**config.mk**
```make
export PLATFORM = sky130hd
export DESIGN_NAME = pixel_hsmooth
export DESIGN_NICKNAME = d
export VERILOG_FILES = /design/src/rtl/pixel_hsmooth.sv
export SDC_FILE = /design/constraint.sdc
export NUM_CORES = 1
export LEC_CHECK = 0
export ABC_AREA = 0
export BUFFER_PORTS_ARGS = -buffer_cell sky130_fd_sc_hd__buf_4
export CORE_ASPECT_RATIO = 0.5
export CORE_MARGIN = 4
export CORE_UTILIZATION = 60
export CTS_CLUSTER_SIZE = 14
export DETAILED_ROUTE_END_ITERATION = 10
export PLACE_DENSITY = 0.81
export RECOVER_POWER = 50
export SKIP_LAST_GASP = 1
export SLEW_MARGIN = 20
export SYNTH_ARGS = -nofsm -noshare
export SYNTH_HDL_FRONTEND = slang
export SYNTH_SLANG_ARGS = --single-unit
```
**constraint.sdc**
```tcl
create_clock -name clk -period 7.8 [get_ports clk]
set_input_delay 1.56 -clock clk [delete_from_list [all_inputs] [get_ports clk]]
set_output_delay 1.56 -clock clk [all_outputs]
set_load 0.02 [all_outputs]
```
**src/rtl/pixel_hsmooth.sv**
```systemverilog
// pixel_hsmooth: horizontal 3-tap (1-2-1)/4 per-channel RGB smoothing on an Avalon-ST video stream
// Ports: clk, reset_n (synchronous, active-low)
//        sink_data/valid/ready/sop/eop     : upstream Avalon-ST, {R,G,B} 8 bits each
//        source_data/valid/ready/sop/eop   : downstream Avalon-ST, filtered {R,G,B}
//        enable                            : 1 = filter, 0 = bypass; latched on each accepted sop
module pixel_hsmooth #(
  parameter int IMAGE_W = 640
) (
  input  logic        clk,
  input  logic        reset_n,
  input  logic [23:0] sink_data,
  input  logic        sink_valid,
  output logic        sink_ready,
  input  logic        sink_sop,
  input  logic        sink_eop,
  output logic [23:0] source_data,
  output logic        source_valid,
  input  logic        source_ready,
  output logic        source_sop,
  output logic        source_eop,
  input  logic        enable
);
  typedef enum logic [2:0] {S_HDR, S_PASS, S_FIRST, S_RUN, S_FLUSH} state_t;
  localparam logic [10:0] LAST = 11'(IMAGE_W - 1);
  state_t      r_state, w_nxt;
  logic        r_alive, r_en, r_cur_eop;
  logic [23:0] r_prev, r_cur;
  logic [10:0] r_x;
  logic        w_free, w_acc, w_hdr, w_last, w_emit, w_sop, w_eop;
  logic [23:0] w_data, w_run, w_fl;

  function automatic logic [23:0] filt(input logic [23:0] a, input logic [23:0] b, input logic [23:0] c);
    logic [9:0] s;
    filt = '0;
    for (int i = 0; i < 3; i++) begin
      s = 10'(a[8*i+:8]) + {1'b0, b[8*i+:8], 1'b0} + 10'(c[8*i+:8]) + 10'd2;
      filt[8*i+:8] = s[9:2];
    end
  endfunction

  assign w_free     = ~source_valid | source_ready;
  // r_alive holds ready low for the first cycle after reset release
  assign sink_ready = r_alive & w_free & (r_state != S_FLUSH);
  assign w_acc      = sink_valid & sink_ready;
  // any sop outside a pass-through packet restarts header processing
  assign w_hdr      = w_acc & sink_sop & (r_state != S_PASS);
  assign w_last     = (r_x + 11'd1 == LAST);
  assign w_run      = r_en ? filt(r_prev, r_cur, sink_data) : r_cur;
  assign w_fl       = r_en ? filt(r_prev, r_cur, r_cur) : r_cur;

  always_comb begin
    w_nxt  = r_state;
    w_emit = 1'b0;
    w_data = '0;
    w_sop  = 1'b0;
    w_eop  = 1'b0;
    if (w_hdr) begin
      w_emit = 1'b1;
      w_data = sink_data;
      w_sop  = 1'b1;
      w_eop  = sink_eop;
      w_nxt  = (sink_data[3:0] == 4'd0) ? S_FIRST : S_PASS;
    end else if (w_acc && r_state == S_PASS) begin
      w_emit = 1'b1;
      w_data = sink_data;
      w_sop  = sink_sop;
      w_eop  = sink_eop;
      w_nxt  = sink_eop ? S_HDR : S_PASS;
    end else if (w_acc && r_state == S_FIRST) begin
      w_nxt = (sink_eop || IMAGE_W < 2) ? S_FLUSH : S_RUN;
    end else if (w_acc && r_state == S_RUN) begin
      w_emit = 1'b1;
      w_data = w_run;
      w_nxt  = (sink_eop || w_last) ? S_FLUSH : S_RUN;
    end else if (r_state == S_FLUSH && w_free) begin
      w_emit = 1'b1;
      w_data = w_fl;
      w_eop  = r_cur_eop;
      w_nxt  = r_cur_eop ? S_HDR : S_FIRST;
    end
  end

  always_ff @(posedge clk) begin
    if (!reset_n) begin
      r_state      <= S_HDR;
      r_alive      <= 1'b0;
      r_en         <= 1'b0;
      r_cur_eop    <= 1'b0;
      r_prev       <= '0;
      r_cur        <= '0;
      r_x          <= '0;
      source_valid <= 1'b0;
      source_data  <= '0;
      source_sop   <= 1'b0;
      source_eop   <= 1'b0;
    end else begin
      r_alive <= 1'b1;
      r_state <= w_nxt;
      if (w_emit) begin
        source_valid <= 1'b1;
        source_data  <= w_data;
        source_sop   <= w_sop;
        source_eop   <= w_eop;
      end else if (source_ready) begin
        source_valid <= 1'b0;
      end
      if (w_acc && sink_sop) r_en <= enable;
      if (w_acc && !sink_sop && r_state == S_FIRST) begin
        r_prev    <= sink_data;
        r_cur     <= sink_data;
        r_x       <= '0;
        r_cur_eop <= sink_eop;
      end else if (w_acc && !sink_sop && r_state == S_RUN) begin
        r_prev    <= r_cur;
        r_cur     <= sink_data;
        r_x       <= r_x + 11'd1;
        r_cur_eop <= sink_eop;
      end
    end
  end
endmodule

```
Yosys cells after proc, flatten, opt, wreduce, memory -nomap -nowiden. Index checks and enable logic that the tools add are counted.

Register bits after elaboration: 92. Bits of input ports: 31.

$add $sub $neg: 16. Eq/ne operators: 7. Bitwise logic cells: 8. Mux-type cells: 38. Reduce and logical (&&, ||, !) cells: 15.

Operators by type and width (number): 24-bit 2-to-1 mux (11); 10-bit by 2-bit adder with 10-bit output, second input constant (6); 10-bit by 8-bit adder with 10-bit output (6); 8-bit by 9-bit adder with 10-bit output (3); 3-bit 2-to-1 mux (7); 1-bit 2-to-1 mux (18); 11-bit by 1-bit adder with 11-bit output, second input constant (1); 11-bit by 10-bit equality test with 1-bit output, second input constant (1); 1-bit logical AND (8); 3-bit by 2-bit equality test with 1-bit output, second input constant (2); 1-bit AND (5); 5-bit nonzero test (1); 4-bit zero test (1); 2-bit 2-to-1 mux (2); 2-bit nonzero test (2); 3-bit by 1-bit equality test with 1-bit output, second input constant (1); 3-bit equality test, second input constant (1); 3-bit by 1-bit inequality test with 1-bit output, second input constant (1); 3-bit inequality test, second input constant (1); 1-bit inverter (2); 2-bit OR reduction (1); 1-bit zero test (1); 1-bit logical OR (1); 1-bit bitwise OR (1).

Logic depth before layout (Yosys ltp).
Word-level depth: 11. Mapped depth: 17. Gate-level depth less buffers: 17.

Least setup slack after synthesis. Ideal clock, no wire load.

Path kind: input-to-output. Start: input port source_ready. End: output port sink_ready. Stages on the path: 2. Data arrival time: 2.064 ns. Slack: 4.176 ns. Cells stage by stage: nand2b_1 and3_1.

Longest elaborated chain between the ends: 3.

Ends and longest elaborated chain: from (decl) (RTL line 18) `input logic source_ready,`; 1-bit bitwise OR (RTL line 41) `assign w_free = ~source_valid | source_ready;`; 1-bit AND (2 in series) (RTL line 43) `assign sink_ready = r_alive & w_free & (r_state != S_FLUSH);`; to (decl) (RTL line 13) `output logic sink_ready,`.

Every way passes these cells.

==> impl_metrics.json <==
{
  "status": "finished with violations",
  "violations": "max-capacitance violations, max-slew violations",
  "fill_cells": 1052,
  "clkSinkCount": 92,
  "crit_slowest_cell": "clkbuf_1",
  "grt.overflow.total": 0,
  "r2r_start": "r_cur[8]$_SDFFE_PN0P_",
  "synth_top_area_share": 0.234,
  "routed_via_density": 6.33,
  "p_leak_uw": 0.00365,
  "ys_top_cells_by_count": "nand2_1 (118), ha_1 (107), nor2_1 (94), dfxtp_1 (92), a21oi_1 (58)",
  "yosys_warnings": 0,
  "synth_seq_cells": 92,
  "grt_usage": 0.276,
  "yosysUniqueCellTypes": 80,
  "drc": 0,
  "port_buffers": 58,
  "startpoint": "reset_n",
  "ctsHoldBuffers": 0,
  "post-route-util": 0.669,
  "initialDrtViolationCount": 595,
  "cts-root-buf": "clkbuf_16",
  "vias": 7359,
  "synth_ff_type": "dfxtp_1",
  "grt_max_degree": 71,
  "peakVddDrop_uv": 89.9,
  "power_density_nw_per_um2": 131,
  "numCtsBuffers": 9,
  "setup_viol": 0,
  "crit_top_cell": "clkbuf_1",
  "finalCriticalPeriod_ns": 5.17,
  "slowest_delay_ns": 2.38,
  "synth.most_common_cell": "nand2_1",
  "finClkSkew_ns": 0.00594,
  "clk_pin_slew_ns": 0.07,
  "relSlewSlack": -1.22,
  "setup.worst_path.start_class": "primary input",
  "critPathTopFamily": "buffers and inverters",
  "syn_area_per_cell_sq_um": 8.21,
  "syn_inst": 959,
  "cts_resized": 0,
  "drt_wl_total_um": 20600,
  "dpl_cell_area_sq_um": 8330,
  "start_util": 0.618,
  "wl_per_cell_um": 17.7,
  "end_kind": "flop",
  "crit_required_ns": 7.89,
  "hold_viol": 0,
  "core-area_sq_um": 12700,
  "postLayoutCellArea_sq_um": 8520,
  "path_class": "primary input to flop",
  "ioPinCount": 59,
  "slew_viol_final": 103,
  "synth_async_sr_flop_share": 0,
  "insertion_delay_ns": 0.35,
  "die_h_um": 89.0,
  "tightest_slew_ns": 3.33,
  "yosysSeqAreaShare": 0.234,
  "final_nets": 1134,
  "cts_tree": "done",
  "hold_class": "flop to flop",
  "max_cap_viol_count": 2,
  "worstHoldStart": "source_sop$_SDFFE_PN0P_",
  "critPathArrivalTime_ns": 5.25,
  "synthTopCellsByArea": "dfxtp_1 (23%), ha_1 (17%), nand2_1 (5.6%)",
  "ant_nets": 0,
  "antenna_found_initial": 0,
  "place_congestion": 0.910,
  "clock_path_buffers": 2,
  "place_hpwl_um": 14500,
  "tns_ns": 0,
  "cp_cell_sequence": "clkbuf_1, clkinv_1, clkbuf_1, nor3_4, o221ai_1, o22ai_1",
  "first_pass_iters": 5,
  "synth_top_area_cell": "dfxtp_1",
  "crit_path_max_fanout": 70,
  "h-tree-depth": 3,
  "max_freq_ghz": 0.194,
  "rsz0062_at_grt": "no",
  "dieArea_sq_um": 15100,
  "fin_crit_sh": 0.662,
  "drive_above_1_share": 0.0806,
  "critical_path_buf_inv_count": 3,
  "grt_pass1_vias": 7005,
  "syn_nets": 1106,
  "cts_setup_buffers": 0,
  "row_count": 29,
  "diodes": 0,
  "syn_area_sq_um": 7880,
  "grt_pass1_wl_um": 34500,
  "chipWidth_um": 170,
  "synth_edf_count": 0,
  "area_growth_pct": 8.20,
  "holdWs_ns": 0.465
}
state kept, by name (all words and copies together), names as in the netlist:
register      flops
r_alive           1
r_cur            24
r_cur_eop         1
r_en              1
r_prev           24
r_state           3
r_x              11
source_data      24
source_eop        1
source_sop        1
source_valid      1
stage by stage:
stage          power (uW)  worst slack (ns)  std cells
3_5_place_dp          677              3.60       1146
2_1_floorplan         620              4.18        959
5_1_grt              1160              2.29       1162
4_1_cts              1130              3.95       1162
3_3_place_gp          672              3.71       1146
6_report             1120              2.63       1162
cell usage in the layout, fill, tap and decap left out, types with 4 or more instances in the layout:
cell type	Yosys	routed
clkbuf_16	0	9
nand4_1	4	4
or2_2	5	5
and3_1	7	7
dfxtp_1	92	91
nand3_1	18	18
fa_1	9	9
o21ai_0	39	39
or3_1	11	11
nand2_1	118	117
mux2i_1	27	27
o211ai_1	17	17
o221ai_1	6	6
o2bb2ai_1	4	4
buf_4	2	34
o21ai_1	6	6
a21oi_1	58	58
o22ai_1	4	4
ha_1	107	107
a311o_1	6	6
inv_1	30	29
a211oi_1	42	42
nor2b_1	5	5
nand2b_1	9	9
nor4_1	10	10
clkbuf_1	20	29
a21o_1	13	13
nor3_1	21	22
nor2_1	94	93
xor2_1	15	15
a31oi_1	9	9
xnor2_1	34	34
o21a_1	15	15
o21bai_1	4	4
power by group:
| part | leakage [uW] | internal, uW | switching (uW) | total (uW) |
|---|---|---|---|---|
| clock | 0.000142 | 250 | 203 | 454 |
| sequential | 0.000746 | 481 | 15.2 | 496 |
| combinational | 0.00276 | 67.5 | 99.9 | 167 |
| total | 0.00365 | 799 | 318 | 1120 |
final cells by class:
cell class | count | area, sq um | area share
sequential | 92 | 1850 | 0.217
inverter | 31 | 116 | 0.0137
multi-input combinational | 790 | 5680 | 0.667
tap | 170 | 213 | 0.0250
clock inverter | 7 | 76.3 | 0.00896
clock buffer | 9 | 225 | 0.0264
timing repair buffer | 63 | 364 | 0.0427
logic make-up (layout without fill, tap and decap cells):
| group | Yosys count | in the layout | synth area share |
|---|---|---|---|
| compound gates | 265 | 265 | 0.235 |
| xor+xnor | 49 | 49 | 0.0545 |
| fa+ha+maj | 116 | 116 | 0.193 |
| buf+inv | 77 | 110 | 0.0448 |
| flops | 92 | 92 | 0.234 |
| mux | 27 | 27 | 0.0343 |
| simple gates | 333 | 333 | 0.204 |
tightest hold or removal path: cells and delay by family, from the launching register on:
kind | cells | cell delay [ns]
AND/OR/NAND/NOR | 1 | 0.05
flip-flops | 1 | 0.31
AO/OA/AOI/OAI | 1 | 0.05
metal layers:
layer  GRT usage  up-vias  routed length (um)
met1       0.380     3521                9820
met2       0.461      226                9350
met5           0        -                   0
li1            -     3591                   -
met3      0.0508       21                1250
met4      0.0580        0                 206
worst paths after layout:
path                             endpoint  slack, ns  depth (start not counted)
max          source_data[20]$_SDFFE_PN0P_       2.63                          6
min               source_sop$_SDFFE_PN0P_       0.47                          2
max reg2reg  source_data[15]$_SDFFE_PN0P_       3.83                         15
min reg2reg       source_sop$_SDFFE_PN0P_       0.47                          2
No activity file was read; power rests on OpenSTA's default activity.
